$ cat config.mk
export PLATFORM = sky130hd
export DESIGN_NAME = booth_scheduler_flat
export DESIGN_NICKNAME = d
export VERILOG_FILES = /design/src/rtl/booth_sched_pkg.sv /design/src/rtl/booth_scheduler_if.sv /design/src/rtl/booth_req_arbiter.sv /design/src/rtl/booth_scheduler.sv /design/src/flat_wrapper.sv
export SDC_FILE = /design/constraint.sdc
export NUM_CORES = 1
export LEC_CHECK = 0
export BUFFER_PORTS_ARGS = -buffer_cell sky130_fd_sc_hd__clkbuf_2
export CORE_MARGIN = 5
export CORE_UTILIZATION = 45
export CTS_CLUSTER_DIAMETER = 100
export DETAILED_ROUTE_END_ITERATION = 6
export GPL_TIMING_DRIVEN = 0
export PLACE_DENSITY = 0.78
export SLEW_MARGIN = 10
export SYNTH_ARGS = -nofsm -noshare
export SYNTH_HDL_FRONTEND = slang
export SYNTH_SLANG_ARGS = --single-unit
$ cat constraint.sdc
create_clock -name clk_in -period 1.51 [get_ports clk_in]
set_input_delay 0.151 -clock clk_in [delete_from_list [all_inputs] [get_ports clk_in]]
set_output_delay 0.151 -clock clk_in [all_outputs]
set_load 0.01 [all_outputs]
$ cat src/rtl/booth_sched_pkg.sv
// ---------------------------------------------------------------------------
// booth_sched_pkg
// Shared definitions for the Booth multiplier scheduler slice:
//   - default parameter values for the scheduler, its interface and arbiter
//   - sched_state_t, the scheduler FSM state encoding
//   - rr_search(), the round-robin grant search used when BOOTH_SCHED_RR_EN
//     is defined
// ---------------------------------------------------------------------------
package booth_sched_pkg;

    localparam int DEF_NUM_REQ      = 4;
    localparam int DEF_INPUT_WIDTH  = 6;
    localparam int DEF_OUTPUT_WIDTH = 12;
    localparam int DEF_COUNTER_SIZE = 4;
    localparam int DEF_ID_WIDTH     = 2;

    // Largest supported requester count; the search works on a vector of this size.
    localparam int MAX_REQ = 8;

    typedef enum logic [2:0] {
        IDLE,
        LOAD,
        RUN,
        CAPTURE,
        RESP
    } sched_state_t;

    // Returns the first valid requester found when scanning upward from ptr
    // (wrapping at num_req), or -1 when nobody is requesting.
    function automatic int rr_search(input logic [MAX_REQ-1:0] valid,
                                     input int ptr,
                                     input int num_req);
        int winner;
        int cand;
        winner = -1;
        for (int i = 0; i < MAX_REQ; i++) begin
            if (winner < 0 && i < num_req) begin
                cand = ptr + i;
                if (cand >= num_req) begin
                    cand = cand - num_req;
                end
                if (valid[cand[2:0]]) begin
                    winner = cand;
                end
            end
        end
        return winner;
    endfunction

endpackage

$ cat src/rtl/booth_scheduler_if.sv
// ---------------------------------------------------------------------------
// booth_scheduler_if
// Request/response bus between the requesters and booth_scheduler.
//   req_valid        requester -> scheduler, one bit per requester
//   req_ready        scheduler -> requester, one-hot accept
//   req_multiplicand packed operands, requester i at [i*INPUT_WIDTH +: INPUT_WIDTH]
//   req_multiplier   packed operands, same layout
//   rsp_valid        scheduler -> consumer, result available
//   rsp_ready        consumer -> scheduler, result accepted
//   rsp_id           index of the requester owning the result
//   rsp_product      signed product
// Modports: master (requester/consumer side), slave (scheduler side).
// ---------------------------------------------------------------------------
interface booth_scheduler_if
    import booth_sched_pkg::*;
#(
    parameter int NUM_REQ      = DEF_NUM_REQ,
    parameter int INPUT_WIDTH  = DEF_INPUT_WIDTH,
    parameter int OUTPUT_WIDTH = DEF_OUTPUT_WIDTH,
    parameter int ID_WIDTH     = DEF_ID_WIDTH
);

    logic [NUM_REQ-1:0]             req_valid;
    logic [NUM_REQ-1:0]             req_ready;
    logic [NUM_REQ*INPUT_WIDTH-1:0] req_multiplicand;
    logic [NUM_REQ*INPUT_WIDTH-1:0] req_multiplier;
    logic                           rsp_valid;
    logic                           rsp_ready;
    logic [ID_WIDTH-1:0]            rsp_id;
    logic [OUTPUT_WIDTH-1:0]        rsp_product;

    modport master (
        output req_valid, req_multiplicand, req_multiplier, rsp_ready,
        input  req_ready, rsp_valid, rsp_id, rsp_product
    );

    modport slave (
        input  req_valid, req_multiplicand, req_multiplier, rsp_ready,
        output req_ready, rsp_valid, rsp_id, rsp_product
    );

endinterface

$ cat src/rtl/booth_req_arbiter.sv
// ---------------------------------------------------------------------------
// booth_req_arbiter
// Picks one requester out of a valid vector.
//   valid      in   NUM_REQ   request vector
//   ptr        in   ID_WIDTH  search start (only with BOOTH_SCHED_RR_EN)
//   grant      out  NUM_REQ   one-hot winner, all zero when nobody requests
//   grant_idx  out  ID_WIDTH  encoded winner index
// Configuration macro: BOOTH_SCHED_RR_EN
//   defined   -> round-robin search starting at ptr
//   undefined -> fixed priority, lowest index wins, no ptr port
// ---------------------------------------------------------------------------
module booth_req_arbiter
    import booth_sched_pkg::*;
#(
    parameter int NUM_REQ  = DEF_NUM_REQ,
    parameter int ID_WIDTH = DEF_ID_WIDTH
) (
    input  logic [NUM_REQ-1:0]  valid,
`ifdef BOOTH_SCHED_RR_EN
    input  logic [ID_WIDTH-1:0] ptr,
`endif
    output logic [NUM_REQ-1:0]  grant,
    output logic [ID_WIDTH-1:0] grant_idx
);

    int winner;

`ifdef BOOTH_SCHED_RR_EN
    logic [MAX_REQ-1:0] valid_ext;

    always_comb begin
        valid_ext = '0;
        valid_ext[NUM_REQ-1:0] = valid;
    end
`endif

    always_comb begin
        winner = -1;
`ifdef BOOTH_SCHED_RR_EN
        winner = rr_search(valid_ext, int'(ptr), NUM_REQ);
`else
        // Scanning downward lets the lowest valid index overwrite the rest.
        for (int i = NUM_REQ - 1; i >= 0; i--) begin
            if (valid[i]) begin
                winner = i;
            end
        end
`endif
        grant     = '0;
        grant_idx = '0;
        if (winner >= 0) begin
            grant_idx        = ID_WIDTH'(winner);
            grant[grant_idx] = 1'b1;
        end
    end

endmodule

$ cat src/rtl/booth_scheduler.sv
// ---------------------------------------------------------------------------
// booth_scheduler
// Shares one Booth multiplier datapath between NUM_REQ requesters. Accepts an
// operand pair, drives the datapath clear/load/iterate enables for exactly
// INPUT_WIDTH iterations, then returns the product tagged with the requester.
//   clk_in, rst_in   clock, asynchronous active-high reset
//   sched_bus        booth_scheduler_if.slave request/response bus
//   dp_rst           datapath clear (IDLE)
//   dp_en_inp        datapath operand load (LOAD)
//   dp_en_p          datapath iteration enable (RUN)
//   dp_multiplicand  latched operand to the datapath
//   dp_multiplier    latched operand to the datapath
//   dp_product       product from the datapath
//   busy             high whenever the FSM is not in IDLE
// Configuration macro: BOOTH_SCHED_RR_EN selects round-robin arbitration;
// otherwise fixed priority with no pointer register.
// ---------------------------------------------------------------------------
module booth_scheduler
    import booth_sched_pkg::*;
#(
    parameter int NUM_REQ      = DEF_NUM_REQ,
    parameter int INPUT_WIDTH  = DEF_INPUT_WIDTH,
    parameter int OUTPUT_WIDTH = DEF_OUTPUT_WIDTH,
    parameter int COUNTER_SIZE = DEF_COUNTER_SIZE,
    parameter int ID_WIDTH     = DEF_ID_WIDTH
) (
    input  logic                    clk_in,
    input  logic                    rst_in,
    booth_scheduler_if.slave        sched_bus,
    output logic                    dp_rst,
    output logic                    dp_en_inp,
    output logic                    dp_en_p,
    output logic [INPUT_WIDTH-1:0]  dp_multiplicand,
    output logic [INPUT_WIDTH-1:0]  dp_multiplier,
    input  logic [OUTPUT_WIDTH-1:0] dp_product,
    output logic                    busy
);

    sched_state_t            state;
    sched_state_t            state_next;
    logic [COUNTER_SIZE-1:0] iter_cnt;
    logic [ID_WIDTH-1:0]     owner_id;
    logic [ID_WIDTH-1:0]     grant_idx;
    logic [NUM_REQ-1:0]      grant;
    logic                    accept;
`ifdef BOOTH_SCHED_RR_EN
    logic [ID_WIDTH-1:0]     rr_ptr;
`endif

    booth_req_arbiter #(
        .NUM_REQ  (NUM_REQ),
        .ID_WIDTH (ID_WIDTH)
    ) u_arbiter (
        .valid     (sched_bus.req_valid),
`ifdef BOOTH_SCHED_RR_EN
        .ptr       (rr_ptr),
`endif
        .grant     (grant),
        .grant_idx (grant_idx)
    );

    // Grants are only offered while idle, so at most one operation is in flight.
    assign sched_bus.req_ready = (state == IDLE) ? grant : '0;
    assign accept              = |(sched_bus.req_valid & sched_bus.req_ready);

    always_ff @(posedge clk_in or posedge rst_in) begin
        if (rst_in) begin
            state <= IDLE;
        end else begin
            state <= state_next;
        end
    end

    // Enables are decoded from the state alone, so an asynchronous reset
    // forces them to their idle values immediately.
    always_comb begin
        state_next          = state;
        dp_rst              = 1'b0;
        dp_en_inp           = 1'b0;
        dp_en_p             = 1'b0;
        sched_bus.rsp_valid = 1'b0;
        busy                = 1'b1;
        case (state)
            IDLE: begin
                dp_rst = 1'b1;
                busy   = 1'b0;
                if (accept) begin
                    state_next = LOAD;
                end
            end
            LOAD: begin
                dp_en_inp  = 1'b1;
                state_next = RUN;
            end
            RUN: begin
                dp_en_p = 1'b1;
                if (iter_cnt == COUNTER_SIZE'(INPUT_WIDTH - 1)) begin
                    state_next = CAPTURE;
                end
            end
            CAPTURE: begin
                state_next = RESP;
            end
            RESP: begin
                sched_bus.rsp_valid = 1'b1;
                if (sched_bus.rsp_ready) begin
                    state_next = IDLE;
                end
            end
            default: begin
                state_next = IDLE;
            end
        endcase
    end

    always_ff @(posedge clk_in or posedge rst_in) begin
        if (rst_in) begin
            dp_multiplicand       <= '0;
            dp_multiplier         <= '0;
            owner_id              <= '0;
            iter_cnt              <= '0;
            sched_bus.rsp_product <= '0;
            sched_bus.rsp_id      <= '0;
        end else begin
            if (accept) begin
                dp_multiplicand <= sched_bus.req_multiplicand[grant_idx*INPUT_WIDTH +: INPUT_WIDTH];
                dp_multiplier   <= sched_bus.req_multiplier[grant_idx*INPUT_WIDTH +: INPUT_WIDTH];
                owner_id        <= grant_idx;
            end
            if (state == LOAD) begin
                iter_cnt <= '0;
            end else if (state == RUN) begin
                iter_cnt <= iter_cnt + 1'b1;
            end
            // Result registers only change in CAPTURE, which keeps them
            // stable for the whole RESP wait.
            if (state == CAPTURE) begin
                sched_bus.rsp_product <= dp_product;
                sched_bus.rsp_id      <= owner_id;
            end
        end
    end

`ifdef BOOTH_SCHED_RR_EN
    // The requester after the one just served gets first look next time.
    always_ff @(posedge clk_in or posedge rst_in) begin
        if (rst_in) begin
            rr_ptr <= '0;
        end else if (accept) begin
            if (grant_idx == ID_WIDTH'(NUM_REQ - 1)) begin
                rr_ptr <= '0;
            end else begin
                rr_ptr <= grant_idx + 1'b1;
            end
        end
    end
`endif

endmodule

$ cat src/flat_wrapper.sv
// flat-port wrapper written by rule: the top's interface ports become plain ports
module booth_scheduler_flat import booth_sched_pkg::*;
#(
    parameter int NUM_REQ      = DEF_NUM_REQ,
    parameter int INPUT_WIDTH  = DEF_INPUT_WIDTH,
    parameter int OUTPUT_WIDTH = DEF_OUTPUT_WIDTH,
    parameter int COUNTER_SIZE = DEF_COUNTER_SIZE,
    parameter int ID_WIDTH     = DEF_ID_WIDTH
)
  (clk_in, rst_in, dp_rst, dp_en_inp, dp_en_p, dp_multiplicand, dp_multiplier, dp_product, busy, sched_bus_req_valid, sched_bus_req_multiplicand, sched_bus_req_multiplier, sched_bus_rsp_ready, sched_bus_req_ready, sched_bus_rsp_valid, sched_bus_rsp_id, sched_bus_rsp_product);
  booth_scheduler_if #(.NUM_REQ(NUM_REQ), .INPUT_WIDTH(INPUT_WIDTH), .OUTPUT_WIDTH(OUTPUT_WIDTH), .ID_WIDTH(ID_WIDTH)) sched_bus_i ();
  input  logic clk_in;
  input  logic rst_in;
  output logic dp_rst;
  output logic dp_en_inp;
  output logic dp_en_p;
  output logic [INPUT_WIDTH-1:0] dp_multiplicand;
  output logic [INPUT_WIDTH-1:0] dp_multiplier;
  input  logic [OUTPUT_WIDTH-1:0] dp_product;
  output logic busy;
  input wire logic [$bits(sched_bus_i.req_valid)-1:0] sched_bus_req_valid;
  input wire logic [$bits(sched_bus_i.req_multiplicand)-1:0] sched_bus_req_multiplicand;
  input wire logic [$bits(sched_bus_i.req_multiplier)-1:0] sched_bus_req_multiplier;
  input wire logic [$bits(sched_bus_i.rsp_ready)-1:0] sched_bus_rsp_ready;
  output wire logic [$bits(sched_bus_i.req_ready)-1:0] sched_bus_req_ready;
  output wire logic [$bits(sched_bus_i.rsp_valid)-1:0] sched_bus_rsp_valid;
  output wire logic [$bits(sched_bus_i.rsp_id)-1:0] sched_bus_rsp_id;
  output wire logic [$bits(sched_bus_i.rsp_product)-1:0] sched_bus_rsp_product;
  assign sched_bus_i.req_valid = sched_bus_req_valid;
  assign sched_bus_i.req_multiplicand = sched_bus_req_multiplicand;
  assign sched_bus_i.req_multiplier = sched_bus_req_multiplier;
  assign sched_bus_i.rsp_ready = sched_bus_rsp_ready;
  assign sched_bus_req_ready = sched_bus_i.req_ready;
  assign sched_bus_rsp_valid = sched_bus_i.rsp_valid;
  assign sched_bus_rsp_id = sched_bus_i.rsp_id;
  assign sched_bus_rsp_product = sched_bus_i.rsp_product;
  booth_scheduler #(.NUM_REQ(NUM_REQ), .INPUT_WIDTH(INPUT_WIDTH), .OUTPUT_WIDTH(OUTPUT_WIDTH), .COUNTER_SIZE(COUNTER_SIZE), .ID_WIDTH(ID_WIDTH)) u_core (.clk_in(clk_in), .rst_in(rst_in), .sched_bus(sched_bus_i), .dp_rst(dp_rst), .dp_en_inp(dp_en_inp), .dp_en_p(dp_en_p), .dp_multiplicand(dp_multiplicand), .dp_multiplier(dp_multiplier), .dp_product(dp_product), .busy(busy));
endmodule
======== Yosys cells after proc, flatten, opt, wreduce, memory -nomap -nowiden ========
Cells that the tools add are included.
word-level totals
  register bits ........................... 35
  input bits .............................. 67
  output and inout port bits .............. 35
  word-level logic and storage cells ...... 48
operators by class
  equality and inequality tests ........... 8
  mux-type cells .......................... 20
  multipliers ............................. 1
  $add $sub $neg .......................... 1
  reduce and logical (&&, ||, !) cells .... 5
  magnitude comparators ................... 3
  bitwise logic cells ..................... 1
  shift-type cells ........................ 2
operators by type and width
  cell                   count
  $mux W32               4
  $shiftx A24 B6 Y6      2
  $ge A32 B1 Y1 const B  1
  $mux W4                4
  $pmux W3 S5            1
  $mux W3                3
  $eq A3 B2 Y1 const B   2
  $mux W1                6
  $add A4 B1 Y4 const B  1
  $and A4 B4 Y4          1
  $eq A4 B3 Y1 const B   1
  $mul A2 B2 Y4 const B  1
  $ne A2 B1 Y1 const B   2
  $reduce_or A4 Y1       1
  $eq A3 B1 Y1 const B   1
  $eq A3 B3 Y1 const B   1
  $logic_not A3 Y1       1
  $lt A2 B3 Y1 const B   1
  $reduce_and A3 Y1      1
  $demux W1 S2           1
  $ge A2 B1 Y1 const B   1
  $mux W2                1
  $ne A2 B2 Y1 const B   1
  $reduce_bool A2 Y1     1
  $logic_and A1 B1 Y1    1

======== Depth between registers and ports, before layout ========
  depth after elaboration ................. 14
  mapped depth ............................ 6
  depth with buffers taken out ............ 4

======== Cells and area by module ========
Synthesis repeated with hierarchy kept, for this count alone.
second synthesis, totals
  cell total of the unflattened synthesis .. 123
  area total of the unflattened synthesis .. 1844.3 µm²
modules (own cells, without submodules)
  module             seq. area each (µm²)  instances  area an instance (µm²)  cells an instance
  booth_scheduler    875.8                 1          1788.0                  114
  booth_req_arbiter  0.0                   1          56.3                    9

======== Least setup slack after synthesis ========
Ideal clock, no wire load.
  kind .................................... register to output
  from .................................... reg u_core.state[0]
  to ...................................... out sched_bus_req_ready[2]
  slack ................................... 61 ps
  cell stages (with the launch flop) ...... 6
  path buffers ............................ 2
  arrival ................................. 1298 ps
  required time ........................... 1359 ps
  cells stage by stage .................... dfrtp_1 -> or3_1 -> buf_6 -> clkinv_8 -> buf_12 -> and3_1
between the ends
  cells in the longest elaborated chain, start to end .. 2
RTL lines
  item                      line                   source
  start: declaration        booth_scheduler.sv:39  sched_state_t state;
  start signal: assignment  booth_scheduler.sv:70  state <= state_next;
  $logic_not A3 Y1          booth_scheduler.sv:63  assign sched_bus.req_ready = (state == IDLE) ? grant : '0;
  $mux W4                   booth_scheduler.sv:63
  end: declaration          flat_wrapper.sv:25     output wire logic [$bits(sched_bus_i.req_ready)-1:0] sched_bus_req_ready;
No other way between the ends.

======== Worst setup path in the final report ========
Ends and elaborated chain as after synthesis.

==> flow_summary.json <==
{
  "antenna_found_initial": 0,
  "cts_max_level": 2,
  "power_density_mw_per_mm2": 1720,
  "crit_fanout": 4,
  "nets": 409,
  "crit_family": "simple AND/OR/NAND/NOR gates",
  "dp_hpwl_um": 4320,
  "vias": 2023,
  "crit_type": "reg2out",
  "post-route-period-util": 1.13,
  "path_cells": "or3_4 > clkinv_8 > buf_12 > and3_4 > buf_6",
  "fin_skew_ns": 0.00279,
  "routed_wl_um": 5630,
  "syn_nets": 287,
  "met3_usage": 0.0550,
  "gr-usage-all-layers": 0.189,
  "seq_area_frac_synth": 0.413,
  "drt_pass1_iterations": 4,
  "drv_slew": 0,
  "synth-seq-cells": 35,
  "drv_cap": 0,
  "place_inst": 371,
  "n_antenna_cell": 0,
  "grt_start_max_net_pins": 36,
  "crit_path_end_kind": "output pin",
  "numCtsBuffers": 5,
  "fin_crit_ns": 1.70,
  "startpoint_type": "flop",
  "grtUsageMet2": 0.325,
  "worst_slack_ns": -0.193,
  "postSynthCellCount": 218,
  "cpMaxStageDelayCell": "or3_4",
  "rsz0062_at_grt": "true",
  "die_width_um": 78.6,
  "viasPerCell": 5.13,
  "detail_route.wl_per_cell_um": 14.3,
  "violations": "setup timing",
  "grt_pass1_vias": 2134,
  "peakVddDrop_mv": 0.658,
  "setup_viol": 7,
  "grt-ovfl-total": 0,
  "synth_cell_type_count": 38,
  "die_height_um": 78.6,
  "core_area_mm2": 0.00466,
  "clock-sinks": 35,
  "grt_pass1_wl_um": 9390,
  "numPortBuffers": 99,
  "postSynthAreaPerCell_um2": 9.72,
  "gp_congestion": 0.805,
  "drt_iter0_markers": 53,
  "worstMarginPinSlew_ns": 0.719,
  "syn_to_final_growth_pct": 38.9,
  "clock.fmax_ghz": 0.587,
  "fin_hold_ws_ns": 0.0750,
  "drc": 0,
  "ys.warnings.count": 0,
  "cts_tree": "built",
  "slew-limit-headroom": 0.520,
  "arrival_ns": 1.55,
  "dieArea_mm2": 0.00618,
  "grt_busiest_layer": "met2",
  "clock_path_buffers": 2,
  "leakage_uw": 0.00153,
  "hold_viol_final": 0,
  "root_buffer": "clkbuf_8",
  "cpPeakStageDelay_ns": 0.44,
  "initial_core_util": 0.454,
  "pin_count": 102,
  "drive_above_1_share": 0.459,
  "num_rows": 25,
  "clock_latency_ns": 0.28,
  "cp.required_ns": 1.36,
  "path_buf_inv": 3,
  "fin_setup_tns_ns": -0.876,
  "clk_pin_slew_ns": 0.06,
  "fin_cells": 394,
  "hp-class": "in2reg",
  "use_met1": 0.231,
  "ant_nets": 0,
  "syn-cell-area_mm2": 0.00212,
  "status": "finished with violations"
}
-- stage by stage --
step | cell area, um^2 | total power [uW] | setup slack [ns] | util
after detailed placement | 2680 | 3940 | -0.102 | 0.575
final | 2940 | 5060 | -0.193 | 0.631
after CTS | 2890 | 4940 | -0.222 | 0.619
after global routing | 2940 | 5460 | -0.252 | 0.631
after floorplan | 2120 | 3120 | 0.0612 | -
after global placement | 2680 | 3870 | -0.106 | 0.575
-- flip-flops by register name (all words and copies together), names as in the netlist --
register and cells:
u_core.dp_multiplicand 6, u_core.state 3, u_core.dp_multiplier 6, u_core.sched_bus.rsp_product 12, u_core.owner_id 2, u_core.sched_bus.rsp_id 2
u_core.iter_cnt 4
-- power by group --
part	total, uW	switching (uW)	internal [uW]
Clock	675	317	358
Sequential	1660	261	1400
Combinational	2720	1270	1450
Total	5060	1850	3210
-- cells in the mapped netlist, drive strengths merged --
cell type / count / area [um^2]
clkbuf: 9 / 33.8
o21ai: 14 / 70.1
nand2: 5 / 18.8
and2: 1 / 6.26
nand3b: 13 / 97.6
or3: 1 / 6.26
a211oi: 1 / 7.51
nor3: 1 / 5.00
ha: 2 / 25.0
and3b: 12 / 105
o22a: 2 / 17.5
mux2i: 2 / 20.0
mux2: 14 / 158
a22o: 12 / 105
nand4b: 1 / 8.76
nand3: 1 / 5.00
nor2: 7 / 26.3
o22ai: 1 / 6.26
and4b: 1 / 10.0
and3: 1 / 6.26
dfrtp: 35 / 876
inv: 18 / 67.6
a31oi: 12 / 75.1
or2b: 1 / 7.51
or4: 1 / 11.3
clkinv: 1 / 16.3
a21oi: 26 / 149
buf: 8 / 76.3
or3b: 2 / 20.0
nor2b: 12 / 75.1
nand4: 1 / 6.26
-- area by class of cell --
cell class                      instances  area, um^2
Inverter                               19        83.8
Sequential cell                        35         876
Timing Repair Buffer                  116         652
Multi-Input combinational cell        147        1070
Buffer                                 16         109
Fill cell                             405        1720
Clock buffer                            6        82.6
Tap cell                               54        67.6
Clock inverter                          1        5.00
-- layout by cell type, fill, tap and decap left out, drive strengths merged --
cell type and n:
dfrtp 35, and3b 12, nor3 1, or3b 2
and2 1, and4b 1, nand4 1, o22ai 1
nor2b 12, a31oi 12, ha 2, or2b 1
a22o 12, o21ai 14, buf 30, nor2 7
nand4b 1, clkinv 2, or4 1, a211oi 1
a21oi 26, nand3b 13, nand3 1, and3 1
clkbuf 107, nand2 5, dlygate4sd3 1, o22a 2
mux2 14, mux2i 2, or3 1, inv 18
-- what timing repair did --
action / in CTS / in global routing
setup buffers: 12 / 4
hold buffers: 1 / 0
endpoints found under the hold margin: 35 / 0
gates resized for setup: 7 / 14
endpoints found under the setup margin: 18 / 28
pin swaps: 3 / 2
gates cloned: 0 / 1
-- per-layer routing --
metal,share of wire,vias up
met3,0.091,4
met1,0.41,909
met5,0,-
met2,0.49,87
li1,-,1023
met4,0.0085,0
-- cell families (layout without fill, tap and decap cells) --
kind of cell	count (synthesis)	count (layout)	synth area share
fa+ha+maj	2	2	0.0118
mux	16	16	0.0839
flops	35	35	0.413
buf+inv	36	158	0.0916
compound gates	68	68	0.203
simple gates	61	61	0.196
-- final timing paths --
path / from / to / slack, ns / depth (start not counted)
min: sched_bus_rsp_ready / u_core.state[2] / 0.08 / 2
max: u_core.state[0] / sched_bus_req_ready[2] / -0.19 / 5
min reg2reg: u_core.iter_cnt[3] / u_core.iter_cnt[3] / 0.48 / 1
max reg2reg: u_core.state[0] / u_core.dp_multiplicand[2] / 0.02 / 5
max in group asynchronous: rst_in / u_core.state[0] / 0.52 / 3
min in group asynchronous: rst_in / u_core.dp_multiplicand[2] / 0.53 / 3
No activity file was read; power rests on OpenSTA's default activity.
